File: config.mk
export PLATFORM = sky130hd
export DESIGN_NAME = mul_div_unit
export DESIGN_NICKNAME = d
export VERILOG_FILES = /design/src/rtl/mul_div_unit_pkg.sv /design/src/rtl/mul_div_unit_sign_fix.sv /design/src/rtl/mul_div_unit.sv
export SDC_FILE = /design/constraint.sdc
export NUM_CORES = 1
export LEC_CHECK = 0
export BUFFER_PORTS_ARGS = -buffer_cell sky130_fd_sc_hd__buf_2
export CAP_MARGIN = 20
export CORE_ASPECT_RATIO = 1.2
export CORE_MARGIN = 2
export CORE_UTILIZATION = 30
export CTS_BUF_LIST = sky130_fd_sc_hd__clkbuf_8 sky130_fd_sc_hd__clkbuf_16
export CTS_CLUSTER_DIAMETER = 30
export DETAILED_ROUTE_END_ITERATION = 7
export SLEW_MARGIN = 40
export SYNTH_ARGS = -nofsm -noshare
export SYNTH_HDL_FRONTEND = slang
export SYNTH_SLANG_ARGS = --single-unit
export TNS_END_PERCENT = 5
File: constraint.sdc
create_clock -name clk -period 4.95 [get_ports clk]
set_clock_uncertainty 0.2 [all_clocks]
set_input_delay 0.2475 -clock clk [delete_from_list [all_inputs] [get_ports clk]]
set_output_delay 0.2475 -clock clk [all_outputs]
set_load 0.02 [all_outputs]
File: src/rtl/mul_div_unit_pkg.sv
// Shared types for the execute-stage arithmetic units: ALU and multiply/divide
// operation encodings, the multiply/divide sequencer states, and small decode
// helpers used when an operation is accepted.
package mul_div_unit_pkg;

    localparam int XLEN_DEF = 32;

    typedef enum logic [3:0] {
        ALU_ADD  = 4'd0,
        ALU_SUB  = 4'd1,
        ALU_AND  = 4'd2,
        ALU_OR   = 4'd3,
        ALU_XOR  = 4'd4,
        ALU_SLL  = 4'd5,
        ALU_SRL  = 4'd6,
        ALU_SRA  = 4'd7,
        ALU_SLT  = 4'd8,
        ALU_SLTU = 4'd9
    } aluOperations;

    // Encoding follows funct3 of the RV32M instructions.
    typedef enum logic [2:0] {
        MUL    = 3'd0,
        MULH   = 3'd1,
        MULHSU = 3'd2,
        MULHU  = 3'd3,
        DIV    = 3'd4,
        DIVU   = 3'd5,
        REM    = 3'd6,
        REMU   = 3'd7
    } mdOperations;

    typedef enum logic [1:0] {
        IDLE = 2'd0,
        CALC = 2'd1,
        DONE = 2'd2
    } mdState;

    // Divide-family operations all have funct3[2] set.
    function automatic logic md_is_div(input mdOperations o);
        return o[2];
    endfunction

    // rs1 is treated as signed for these operations.
    function automatic logic md_signed1(input mdOperations o);
        return (o == MULH) || (o == MULHSU) || (o == DIV) || (o == REM);
    endfunction

    // rs2 is treated as signed for these operations.
    function automatic logic md_signed2(input mdOperations o);
        return (o == MULH) || (o == DIV) || (o == REM);
    endfunction

endpackage

File: src/rtl/mul_div_unit_sign_fix.sv
// Conditional two's-complement negation. Used both to take operand magnitudes
// before iterating and to restore the sign of the finished product, quotient
// and remainder.
module md_sign_fix #(
    parameter int W = 32
) (
    input  logic [W-1:0] value,
    input  logic         negate,
    output logic [W-1:0] fixed
);

    // Pass through or negate depending on the requested sign.
    always_comb begin
        fixed = value;
        if (negate) begin
            fixed = ~value + W'(1);
        end else begin
            fixed = value;
        end
    end

endmodule

File: src/rtl/mul_div_unit.sv
// Multi-cycle RV32M multiply/divide unit. Operands are reduced to magnitudes on
// accept, a 32-step shift-add multiply or restoring divide runs on a shared
// 2*XLEN accumulator, and the sign is applied to the final value. Division by
// zero and signed overflow bypass the iteration and complete in one cycle.
module mul_div_unit
    import mul_div_unit_pkg::*;
#(
    parameter int XLEN  = 32,
    parameter int CNT_W = $clog2(XLEN) + 1
) (
    input  logic             clk,
    input  logic             rst_n,
    input  logic             start,
    input  mdOperations      op,
    input  logic [XLEN-1:0]  data1,
    input  logic [XLEN-1:0]  data2,
    output logic             in_ready,
    output logic             busy,
    output logic             done,
    output logic [XLEN-1:0]  result
);

    localparam logic [CNT_W-1:0] CNT_ONE  = CNT_W'(1);
    localparam logic [CNT_W-1:0] CNT_LAST = CNT_W'(XLEN - 1);
    localparam logic [XLEN-1:0]  MIN_NEG  = {1'b1, {(XLEN-1){1'b0}}};
    localparam logic [XLEN-1:0]  ALL_ONES = {XLEN{1'b1}};
    localparam logic [XLEN-1:0]  ZERO_W   = {XLEN{1'b0}};

    mdState              state_r;
    mdOperations         op_r;
    logic [CNT_W-1:0]    count_r;
    logic [2*XLEN-1:0]   acc_r;
    logic [XLEN-1:0]     a_r;
    logic [XLEN-1:0]     b_r;
    logic                neg_res_r;
    logic                neg_rem_r;
    logic [XLEN-1:0]     result_r;
    logic                in_ready_r;
    logic                busy_r;
    logic                done_r;

    logic                sign1_s;
    logic                sign2_s;
    logic [XLEN-1:0]     mag1_s;
    logic [XLEN-1:0]     mag2_s;
    logic                div_zero_s;
    logic                overflow_s;
    logic                special_s;
    logic [XLEN-1:0]     special_res_s;
    logic [XLEN:0]       sum_s;
    logic [XLEN:0]       diff_s;
    logic [2*XLEN-1:0]   acc_next_s;
    logic [2*XLEN-1:0]   prod_s;
    logic [XLEN-1:0]     quot_s;
    logic [XLEN-1:0]     rem_s;
    logic [XLEN-1:0]     final_res_s;

    assign sign1_s = md_signed1(op) & data1[XLEN-1];
    assign sign2_s = md_signed2(op) & data2[XLEN-1];

    md_sign_fix #(.W(XLEN)) u_mag1 (.value(data1), .negate(sign1_s), .fixed(mag1_s));
    md_sign_fix #(.W(XLEN)) u_mag2 (.value(data2), .negate(sign2_s), .fixed(mag2_s));

    assign div_zero_s = (data2 == ZERO_W);
    assign overflow_s = ((op == DIV) || (op == REM)) && (data1 == MIN_NEG) && (data2 == ALL_ONES);

    // Detect operations whose result is known without iterating.
    always_comb begin
        special_s     = 1'b0;
        special_res_s = ZERO_W;
        if (md_is_div(op) && div_zero_s) begin
            special_s     = 1'b1;
            special_res_s = ((op == DIV) || (op == DIVU)) ? ALL_ONES : data1;
        end else if (overflow_s) begin
            special_s     = 1'b1;
            special_res_s = (op == DIV) ? MIN_NEG : ZERO_W;
        end else begin
            special_s     = 1'b0;
            special_res_s = ZERO_W;
        end
    end

    // Multiply: acc = {partial product high, remaining multiplier bits}.
    // Divide:   acc = {partial remainder, dividend bits becoming quotient}.
    assign sum_s  = {1'b0, acc_r[2*XLEN-1:XLEN]} + {1'b0, a_r};
    assign diff_s = acc_r[2*XLEN-1:XLEN-1] - {1'b0, b_r};

    // One shift-add or restoring-divide step of the shared accumulator.
    always_comb begin
        acc_next_s = acc_r;
        if (md_is_div(op_r)) begin
            if (!diff_s[XLEN]) begin
                acc_next_s = {diff_s[XLEN-1:0], acc_r[XLEN-2:0], 1'b1};
            end else begin
                acc_next_s = {acc_r[2*XLEN-2:0], 1'b0};
            end
        end else begin
            if (acc_r[0]) begin
                acc_next_s = {sum_s, acc_r[XLEN-1:1]};
            end else begin
                acc_next_s = {1'b0, acc_r[2*XLEN-1:1]};
            end
        end
    end

    md_sign_fix #(.W(2*XLEN)) u_prod_fix (.value(acc_next_s), .negate(neg_res_r), .fixed(prod_s));
    md_sign_fix #(.W(XLEN)) u_quot_fix (.value(acc_next_s[XLEN-1:0]), .negate(neg_res_r), .fixed(quot_s));
    md_sign_fix #(.W(XLEN)) u_rem_fix (.value(acc_next_s[2*XLEN-1:XLEN]), .negate(neg_rem_r), .fixed(rem_s));

    // Pick the architectural result from the signed final accumulator.
    always_comb begin
        final_res_s = ZERO_W;
        case (op_r)
            MUL:                   final_res_s = prod_s[XLEN-1:0];
            MULH, MULHSU, MULHU:   final_res_s = prod_s[2*XLEN-1:XLEN];
            DIV, DIVU:             final_res_s = quot_s;
            REM, REMU:             final_res_s = rem_s;
            default:               final_res_s = ZERO_W;
        endcase
    end

    // Sequencer: accept, iterate XLEN steps, pulse done, return to idle.
    always_ff @(posedge clk or negedge rst_n) begin
        if (!rst_n) begin
            state_r    <= IDLE;
            op_r       <= MUL;
            count_r    <= '0;
            acc_r      <= '0;
            a_r        <= ZERO_W;
            b_r        <= ZERO_W;
            neg_res_r  <= 1'b0;
            neg_rem_r  <= 1'b0;
            result_r   <= ZERO_W;
            in_ready_r <= 1'b1;
            busy_r     <= 1'b0;
            done_r     <= 1'b0;
        end else begin
            case (state_r)
                IDLE: begin
                    if (start) begin
                        op_r       <= op;
                        a_r        <= mag1_s;
                        b_r        <= mag2_s;
                        neg_res_r  <= sign1_s ^ sign2_s;
                        neg_rem_r  <= sign1_s;
                        count_r    <= '0;
                        in_ready_r <= 1'b0;
                        acc_r      <= {ZERO_W, (md_is_div(op) ? mag1_s : mag2_s)};
                        if (special_s) begin
                            result_r <= special_res_s;
                            state_r  <= DONE;
                            busy_r   <= 1'b0;
                            done_r   <= 1'b1;
                        end else begin
                            state_r  <= CALC;
                            busy_r   <= 1'b1;
                            done_r   <= 1'b0;
                        end
                    end else begin
                        in_ready_r <= 1'b1;
                        busy_r     <= 1'b0;
                        done_r     <= 1'b0;
                    end
                end
                CALC: begin
                    acc_r   <= acc_next_s;
                    count_r <= count_r + CNT_ONE;
                    if (count_r == CNT_LAST) begin
                        result_r <= final_res_s;
                        state_r  <= DONE;
                        busy_r   <= 1'b0;
                        done_r   <= 1'b1;
                    end else begin
                        state_r  <= CALC;
                    end
                end
                DONE: begin
                    state_r    <= IDLE;
                    done_r     <= 1'b0;
                    busy_r     <= 1'b0;
                    in_ready_r <= 1'b1;
                end
                default: begin
                    state_r    <= IDLE;
                    done_r     <= 1'b0;
                    busy_r     <= 1'b0;
                    in_ready_r <= 1'b1;
                end
            endcase
        end
    end

    assign in_ready = in_ready_r;
    assign busy     = busy_r;
    assign done     = done_r;
    assign result   = result_r;

endmodule
==> flow_summary.json, run 1 <==
{
  "status": "finished, violations left",
  "failed_checks": "negative setup slack",
  "stdcell_area_sq_um": 22800,
  "cp_slowest_stage_delay_ns": 0.49,
  "wl_met2_mm": 44.0,
  "wl_per_cell_microns": 26.9,
  "setup_viol_count_final": 7,
  "ys.warnings.count": 0,
  "synthesis.area_per_instance_sq_um": 7.38,
  "initial_core_util_pct": 30.2,
  "place_congestion": 1.01,
  "period_share_pct": 102,
  "numCtsBuffers": 17,
  "top_layer": "met4",
  "slew_viol_final": 0,
  "worst_slew_pin_slew_ns": 0.933,
  "grt_remaining_overflow": 0,
  "syn_inst": 2385,
  "critPathBufInv": 5,
  "synthFlopType": "dfrtp_1",
  "area_delta_synth_final_pct": 29.4,
  "final_hold_viol_count": 0,
  "grt_max_degree": 97,
  "async_reset_ff_share_pct": 100,
  "cts_sinks": 176,
  "wl_met3_mm": 5.72,
  "root_buffer": "clkbuf_16",
  "antenna_cells": 0,
  "nets": 2894,
  "synth_nets": 2527,
  "vias_per_cell": 6.00,
  "path_clk_slew_ns": 0.08,
  "drtAntennaViolNets": 0,
  "dr.pass1.iters": 6,
  "first_iter_violations": 2146,
  "grt_use_total_pct": 30.7,
  "rsz0062_at_grt": "yes",
  "cap_violations": 0,
  "wl_met1_mm": 37.4,
  "slew_headroom_pct": 37.5,
  "cp-start-kind": "flip-flop",
  "design.core.area_sq_um": 58300,
  "fin_crit_ns": 5.04,
  "row_count": 97,
  "cp_cell_sequence": "inv_2, ha_4, inv_2, fa_2, nand3_2, a21oi_2, o31a_1, o21a_2, buf_6, o31a_1, or3_4, a31oi_4, inv_2, ha_4, o211ai_1, buf_4, o21ai_1, xor2_1, a222oi_1, o21ai_1, mux2_4",
  "die_y_microns": 269,
  "place_area_sq_um": 21400,
  "layout-drive-gt1-share_pct": 23.1,
  "ioPinCount": 105,
  "crit_slowest_cell": "a222oi_1",
  "critPathMaxFanout": 4,
  "cp.required_ns": 5.11,
  "dpl_worst_slack_ns": -0.125,
  "final_common_cell": "buf_4",
  "max_freq_mhz": 199,
  "syn_area_sq_um": 17600,
  "cpMostUsedCell": "inv_2",
  "wl_mm": 94.5,
  "end_kind": "flip-flop",
  "first_global_vias": 20300,
  "drcViolationCount": 0,
  "yosysSeqAreaShare_pct": 25.0,
  "cts_tree": "built",
  "postLayoutCoreUtil_pct": 39.1,
  "hp-class": "input pin to flip-flop",
  "cts.path.max_buffers": 2,
  "antenna_found_initial": 1,
  "synth-seq-cells": 176,
  "grt_pass1_wl_mm": 137,
  "final_cell_mix": "buf_4, nand2_1, o21ai_0, dfrtp_1, nor2_1",
  "synth_edf_count": 0,
  "die-area_sq_um": 60700,
  "die_w_microns": 225,
  "critPathKind": "flip-flop to flip-flop",
  "port_buffers": 104,
  "arrival_ns": 5.20,
  "insertion_delay_ns": 0.48,
  "route.vias.total": 21000,
  "dp_hpwl_mm": 76.5,
  "cp_top_family": "compound AO/OA/AOI/OAI gates",
  "htree_levels": 4,
  "fin_ws_ns": -0.0860,
  "ys_types": 91
}
-- state kept, by name (all words and copies together) (netlist names), 2 cells and up --
signal / flops
op_r: 3
a_r: 32
state_r: 2
result: 32
b_r: 32
acc_r: 64
count_r: 6
-- cell families after synthesis --
logic type                 count (synthesis)  synth area share [%]
and+or+nand+nor                          881                  23.6
AOI/OAI and AO/OA                        800                  29.4
buffers and inverters                    231                  5.08
DFF                                      176                  25.0
xor gates and xnor gates                 165                  8.21
adders and majority gates                 72                  5.20
muxes                                     60                  3.48
-- through the flow --
step,setup TNS (ns),hold slack [ns],std cells
floorplan,-0.410,-0.248,2385
global placement,-0.209,0.0660,3435
detailed placement,-0.554,0.0677,3436
CTS,-0.230,0.00743,3493
global route,-1.73,0.0211,3507
finish,-0.279,0.0184,3507
-- what timing repair did --
| item | CTS | global route |
|---|---|---|
| setup buffers | 6 | 14 |
| hold endpoints to repair | 71 | 0 |
| resized for setup | 9 | 78 |
| hold buffers | 19 | 0 |
| pin swaps | 8 | 33 |
| gates cloned | 0 | 0 |
| endpoints found under the setup margin | 9 | 26 |
-- area by class of cell --
cell class              instances  area [sq um]
inverters                      74           278
repair buffers                505          3740
flip-flops and latches        176          4410
fillers                      6169         35500
well taps                     742           928
multi-input cells            1978         12800
clock inverters                12           168
clock buffers                  20           467
-- worst min-delay path: stages --
cell and delay, ns:
buf_2 0.15, inv_1 0.14, o21ai_0 0.10
-- layer usage --
metal,vias up,global-route usage [%]
li1,9516,-
met1,10300,37.6
met2,982,50.4
met3,235,3.54
met4,0,21.1
met5,-,0
-- cell usage after synthesis (all sizes together), types with 9 or more instances --
| library cell | instances | area share [%] |
|---|---|---|
| xor2 | 75 | 3.7 |
| a21boi | 9 | 0.38 |
| a221oi | 12 | 0.63 |
| a21o | 40 | 1.7 |
| o311ai | 9 | 0.45 |
| o22ai | 9 | 0.32 |
| nor4 | 30 | 1.1 |
| o21ai | 261 | 7.4 |
| a31o | 10 | 0.50 |
| o31ai | 42 | 1.9 |
| or4 | 16 | 0.68 |
| nor2 | 163 | 3.5 |
| o211ai | 44 | 1.9 |
| o21a | 15 | 0.64 |
| nand2b | 27 | 0.96 |
| or3 | 20 | 0.71 |
| inv | 73 | 1.6 |
| nand3 | 91 | 2.6 |
| nand4 | 46 | 1.7 |
| xnor2 | 90 | 4.5 |
| clkbuf | 128 | 2.7 |
| mux2i | 50 | 2.8 |
| o41ai | 10 | 0.50 |
| or2 | 14 | 0.50 |
| and3 | 14 | 0.50 |
| and2 | 20 | 0.71 |
| a21oi | 160 | 4.6 |
| o221ai | 33 | 1.6 |
| dfrtp | 175 | 25 |
| nor2b | 17 | 0.60 |
| a211oi | 31 | 1.4 |
| a31oi | 27 | 0.96 |
| ha | 70 | 5.0 |
| mux2 | 10 | 0.64 |
| nand3b | 9 | 0.38 |
| nor3 | 60 | 1.7 |
| a311oi | 9 | 0.45 |
| buf | 29 | 0.77 |
| nand2 | 339 | 7.2 |
-- final timing paths --
path	slack (ns)	endpoint	depth (start not counted)	startpoint
setup / recovery	-0.09	result[4]	21	acc_r[31]
setup reg to reg	-0.09	result[4]	21	acc_r[31]
hold / removal	0.02	b_r[0]	3	data2[0]
hold reg to reg	0.30	b_r[17]	2	b_r[17]
min in group asynchronous	0.12	result[11]	2	rst_n
max in group asynchronous	3.32	neg_res_r	3	rst_n
Power of run 1 is left out: the tool's default activity adds up to more than one toggle a clock period on the data nets, which glitch-free logic cannot reach.
==> inputs of run 2 (changes only) <==
==> constraint.sdc (replaced) <==
create_clock -name clk -period 4.8 [get_ports clk]
set_clock_uncertainty 0.2 [all_clocks]
set_input_delay 0.24 -clock clk [delete_from_list [all_inputs] [get_ports clk]]
set_output_delay 0.24 -clock clk [all_outputs]
set_load 0.02 [all_outputs]
==> flow_summary.json, run 2 (same netlist as run 1, synthesis figures left out) <==
{
  "critPathBufInv": 5,
  "finalSetupTns_ns": -0.187,
  "arrival_ns": 5.07,
  "reg2reg_from": "acc_r[56]",
  "layout-drive-gt1-share_pct": 25.4,
  "design.core.area_sq_um": 58300,
  "fin_crit_ns": 4.90,
  "setup_viol_count_final": 4,
  "cts_sinks": 176,
  "root_buffer": "clkbuf_16",
  "status": "finished, violations left",
  "num-fill-cells": 6076,
  "nets": 2966,
  "place_congestion": 0.993,
  "worst_slew_pin_slew_ns": 0.995,
  "multi_input_area_sq_um": 12800,
  "failed_checks": "negative setup slack",
  "cts_tree": "built",
  "row_count": 97,
  "route.vias.total": 21400,
  "htree_levels": 4,
  "critPathMaxFanout": 14,
  "critPathKind": "flip-flop to flip-flop",
  "hp-class": "input pin to flip-flop",
  "grt_max_degree": 100,
  "die_w_microns": 225,
  "fin_ws_ns": -0.103,
  "cap_violations": 0,
  "area_delta_synth_final_pct": 32.8,
  "die_y_microns": 269,
  "insertion_delay_ns": 0.48,
  "wl_per_cell_microns": 26.3,
  "cp_top_family": "compound AO/OA/AOI/OAI gates",
  "cts.path.max_buffers": 2,
  "end_kind": "flip-flop",
  "antenna_found_initial": 2,
  "final_common_cell": "buf_4",
  "largest_reg_flops": 64,
  "top_register": "acc_r",
  "initial_core_util_pct": 30.2,
  "cp-start-kind": "flip-flop",
  "cpMostUsedCell": "buf_4",
  "ioPinCount": 105,
  "vias_per_cell": 5.98,
  "max_freq_mhz": 204,
  "crit_slowest_cell": "dfrtp_1",
  "grt_pass1_wl_mm": 137,
  "first_iter_violations": 2369,
  "grt_use_total_pct": 30.5,
  "dp_hpwl_mm": 75.6,
  "period_share_pct": 102,
  "wl_mm": 94.0,
  "cp_slowest_stage_delay_ns": 0.48,
  "drtAntennaViolNets": 0,
  "dr.pass1.iters": 6,
  "drcViolationCount": 0,
  "final_cell_mix": "buf_4, nand2_1, o21ai_0, dfrtp_1, nor2_1",
  "critPathLaunch": "acc_r[56]",
  "final_hold_viol_count": 0,
  "seqCellArea_sq_um": 4410,
  "antenna_cells": 0,
  "slew_headroom_pct": 33.2,
  "die-area_sq_um": 60700,
  "cp.required_ns": 4.97,
  "worstHoldStart": "data1[28]",
  "slew_viol_final": 0,
  "grt_remaining_overflow": 0,
  "port_buffers": 104,
  "rsz0062_at_grt": "yes",
  "cp_cell_sequence": "ha_1, nand4_1, nor4_4, o31ai_2, buf_4, buf_4, and3_1, buf_12, or3_4, a31oi_4, inv_2, ha_4, o211ai_1, buf_4, o21ai_0, xor2_1, a222oi_1, o21ai_1, mux2_4",
  "path_clk_slew_ns": 0.08,
  "numCtsBuffers": 17,
  "first_global_vias": 20600
}
-- run 2: changes by cell type in the layout (fill, tap and decap cells not counted), moves of 4 or more --
cell and change:
ha_1 -4, ha_4 +5, buf_4 +60, buf_6 +5, clkbuf_8 -4, o21ai_0 -4
dlygate4sd3_1 +4
-- run 2: layer usage --
| metal | global-route usage [%] | up-vias | wire (microns) |
|---|---|---|---|
| met3 | 3.55 | 255 | 6130 |
| met5 | 0 | - | 0 |
| met2 | 49.8 | 1013 | 43900 |
| li1 | - | 9657 | - |
| met1 | 37.3 | 10500 | 36900 |
| met4 | 20.8 | 0 | 7160 |
-- run 2: worst paths after layout --
check	to	slack, ns	depth (start not counted)
worst max-delay path	result[4]	-0.10	19
max in group asynchronous	op_r[2]	3.22	3
worst min-delay path	a_r[28]	0.03	3
worst min register to register	a_r[5]	0.30	2
min in group asynchronous	result[15]	0.09	2
worst max register to register	result[4]	-0.10	19
-- run 2: what timing repair did --
action,in CTS,in global routing
resized for setup,54,58
pin swaps,24,24
buffers inserted,24,7
cloned,0,0
hold endpoints to repair,120,0
endpoints found under the setup margin,19,30
hold buffers,23,0
-- run 2: final cells by class --
class	instances	share of cell area (%)
Clock buffer	17	1.82
Inverter	74	1.19
Clock inverter	15	0.669
Multi-Input combinational cell	1978	54.9
Tap cell	742	3.97
Sequential cell	176	18.9
Timing Repair Buffer	577	18.6
-- run 2: metrics by stage --
step	util [%]	cell area, sq um	setup slack (ns)	cells	hold WS, ns
after floorplan	-	17700	-0.250	2385	-0.256
after global placement	37.5	21800	-0.378	3493	0.253
after detailed placement	37.5	21900	-0.352	3494	0.0859
after CTS	39.6	23100	-0.137	3573	0.00752
after global routing	40.1	23400	-0.274	3579	0.0334
final	40.1	23400	-0.103	3579	0.0284
-- run 2: worst min-delay path, delay by kind of cell --
family	cells	cell delay (ns)
xor+xnor	1	0.14
compound gates	1	0.16
buf+inv	1	0.12
Power of run 2 is left out for the same reason.
==> inputs of run 3 (changes only) <==
--- a/config.mk
+++ b/config.mk
@@ -17,4 +17,3 @@
 export SYNTH_ARGS = -nofsm -noshare
 export SYNTH_HDL_FRONTEND = slang
 export SYNTH_SLANG_ARGS = --single-unit
-export TNS_END_PERCENT = 5
==> flow_summary.json, run 3 (same netlist as run 1, synthesis figures left out) <==
{
  "rr_worst_depth": 21,
  "final_hold_viol_count": 0,
  "die_y_microns": 269,
  "seqCellArea_sq_um": 4410,
  "setup_viol_count_final": 9,
  "cap_violations": 0,
  "failed_checks": "negative setup slack",
  "cp-start-kind": "flip-flop",
  "largest_reg_flops": 64,
  "wl_per_cell_microns": 25.5,
  "max_freq_mhz": 201,
  "critPathKind": "flip-flop to flip-flop",
  "hp-class": "input pin to async pin",
  "final_common_cell": "nand2_1",
  "dp_hpwl_mm": 69.9,
  "wl_mm": 88.7,
  "finalSetupTns_ns": -0.400,
  "grt_pass1_wl_mm": 130,
  "cts_sinks": 176,
  "area_delta_synth_final_pct": 28.4,
  "cp_top_family": "compound AO/OA/AOI/OAI gates",
  "dr.pass1.iters": 7,
  "design.core.area_sq_um": 58300,
  "cpMostUsedCell": "inv_2",
  "cp_slowest_stage_delay_ns": 0.56,
  "vias_per_cell": 6.08,
  "route.vias.total": 21100,
  "htree_levels": 4,
  "drcViolationCount": 0,
  "layout-drive-gt1-share_pct": 23.0,
  "critPathBufInv": 5,
  "arrival_ns": 5.16,
  "cp.required_ns": 4.97,
  "antenna_found_initial": 6,
  "fin_ws_ns": -0.184,
  "grt_remaining_overflow": 0,
  "insertion_delay_ns": 0.49,
  "slew_viol_final": 0,
  "period_share_pct": 104,
  "numCtsBuffers": 17,
  "path_clk_slew_ns": 0.08,
  "top_register": "acc_r",
  "end_kind": "flip-flop",
  "cp_cell_sequence": "inv_2, ha_4, inv_2, fa_2, nand3_2, a21oi_2, o31a_1, o21a_4, o31a_1, buf_8, or3_4, a31oi_4, inv_2, ha_4, o211ai_1, buf_4, nand2_4, xor2_2, a222oi_1, o21ai_1, mux2_4",
  "final_cell_mix": "nand2_1, buf_4, o21ai_0, dfrtp_1, nor2_1",
  "grt_max_degree": 82,
  "first_iter_violations": 2559,
  "holdWs_ns": 0.0184,
  "status": "finished, violations left",
  "fin_crit_ns": 4.98,
  "first_global_vias": 20000,
  "initial_core_util_pct": 30.2,
  "drtAntennaViolNets": 0,
  "die_w_microns": 225,
  "place_congestion": 1.04,
  "port_buffers": 104,
  "nets": 2859,
  "slew_headroom_pct": 38.2,
  "root_buffer": "clkbuf_16",
  "crit_slowest_cell": "a222oi_1",
  "worst_slew_pin_slew_ns": 0.927,
  "critPathMaxFanout": 6,
  "cts_tree": "built",
  "cp.depth": 21,
  "ioPinCount": 105,
  "num-fill-cells": 6040,
  "die-area_sq_um": 60700,
  "row_count": 97,
  "multi_input_area_sq_um": 13000,
  "cts.path.max_buffers": 2,
  "grt_use_total_pct": 28.6,
  "rsz0062_at_grt": "yes"
}
-- run 3: path summary, 6_finish.rpt --
kind / start / endpoint / slack [ns]
max in group asynchronous: rst_n / b_r[18] / 3.14
setup reg to reg: acc_r[31] / result[4] / -0.18
hold / removal: rst_n / result[0] / 0.02
hold reg to reg: b_r[1] / b_r[1] / 0.29
min in group clk: data2[2] / b_r[2] / 0.04
setup / recovery: acc_r[31] / result[4] / -0.18
-- run 3: area by class of cell --
class	count	area share (%)
diodes	1	0.0111
inverters	74	1.23
clock inverters	13	0.454
well taps	742	4.11
clock buffers	19	2.00
multi-input cells	1978	57.4
flip-flops and latches	176	19.5
repair buffers	470	15.3
-- run 3: repair_timing --
| item | in CTS | in global routing |
|---|---|---|
| gates resized for setup | 50 | 70 |
| hold endpoints to repair | 93 | 0 |
| buffers inserted | 15 | 16 |
| hold buffers | 16 | 0 |
| cloned | 1 | 1 |
| pin swaps | 27 | 42 |
| endpoints found under the setup margin | 18 | 30 |
-- run 3: through the flow --
step	instance area [sq um]	setup WS (ns)	utilization, %	cells
after global placement	21000	-0.502	36.0	3391
after CTS	22100	-0.193	37.9	3454
after global routing	22600	-0.221	38.8	3472
after detailed placement	21000	-0.466	36.1	3392
final	22600	-0.184	38.8	3473
after floorplan	17700	-0.189	-	2385
-- run 3: layer usage --
| layer | global-route usage [%] | wire length [microns] | up-vias | part of all wire [%] |
|---|---|---|---|---|
| met1 | 35.2 | 34200 | 10100 | 39 |
| met3 | 4.49 | 7090 | 332 | 8.0 |
| met4 | 19.3 | 7000 | 6 | 7.9 |
| met2 | 46.0 | 40400 | 1202 | 46 |
| met5 | 0 | 46 | - | 0.052 |
| li1 | - | - | 9445 | - |
Power of run 3 is left out for the same reason.
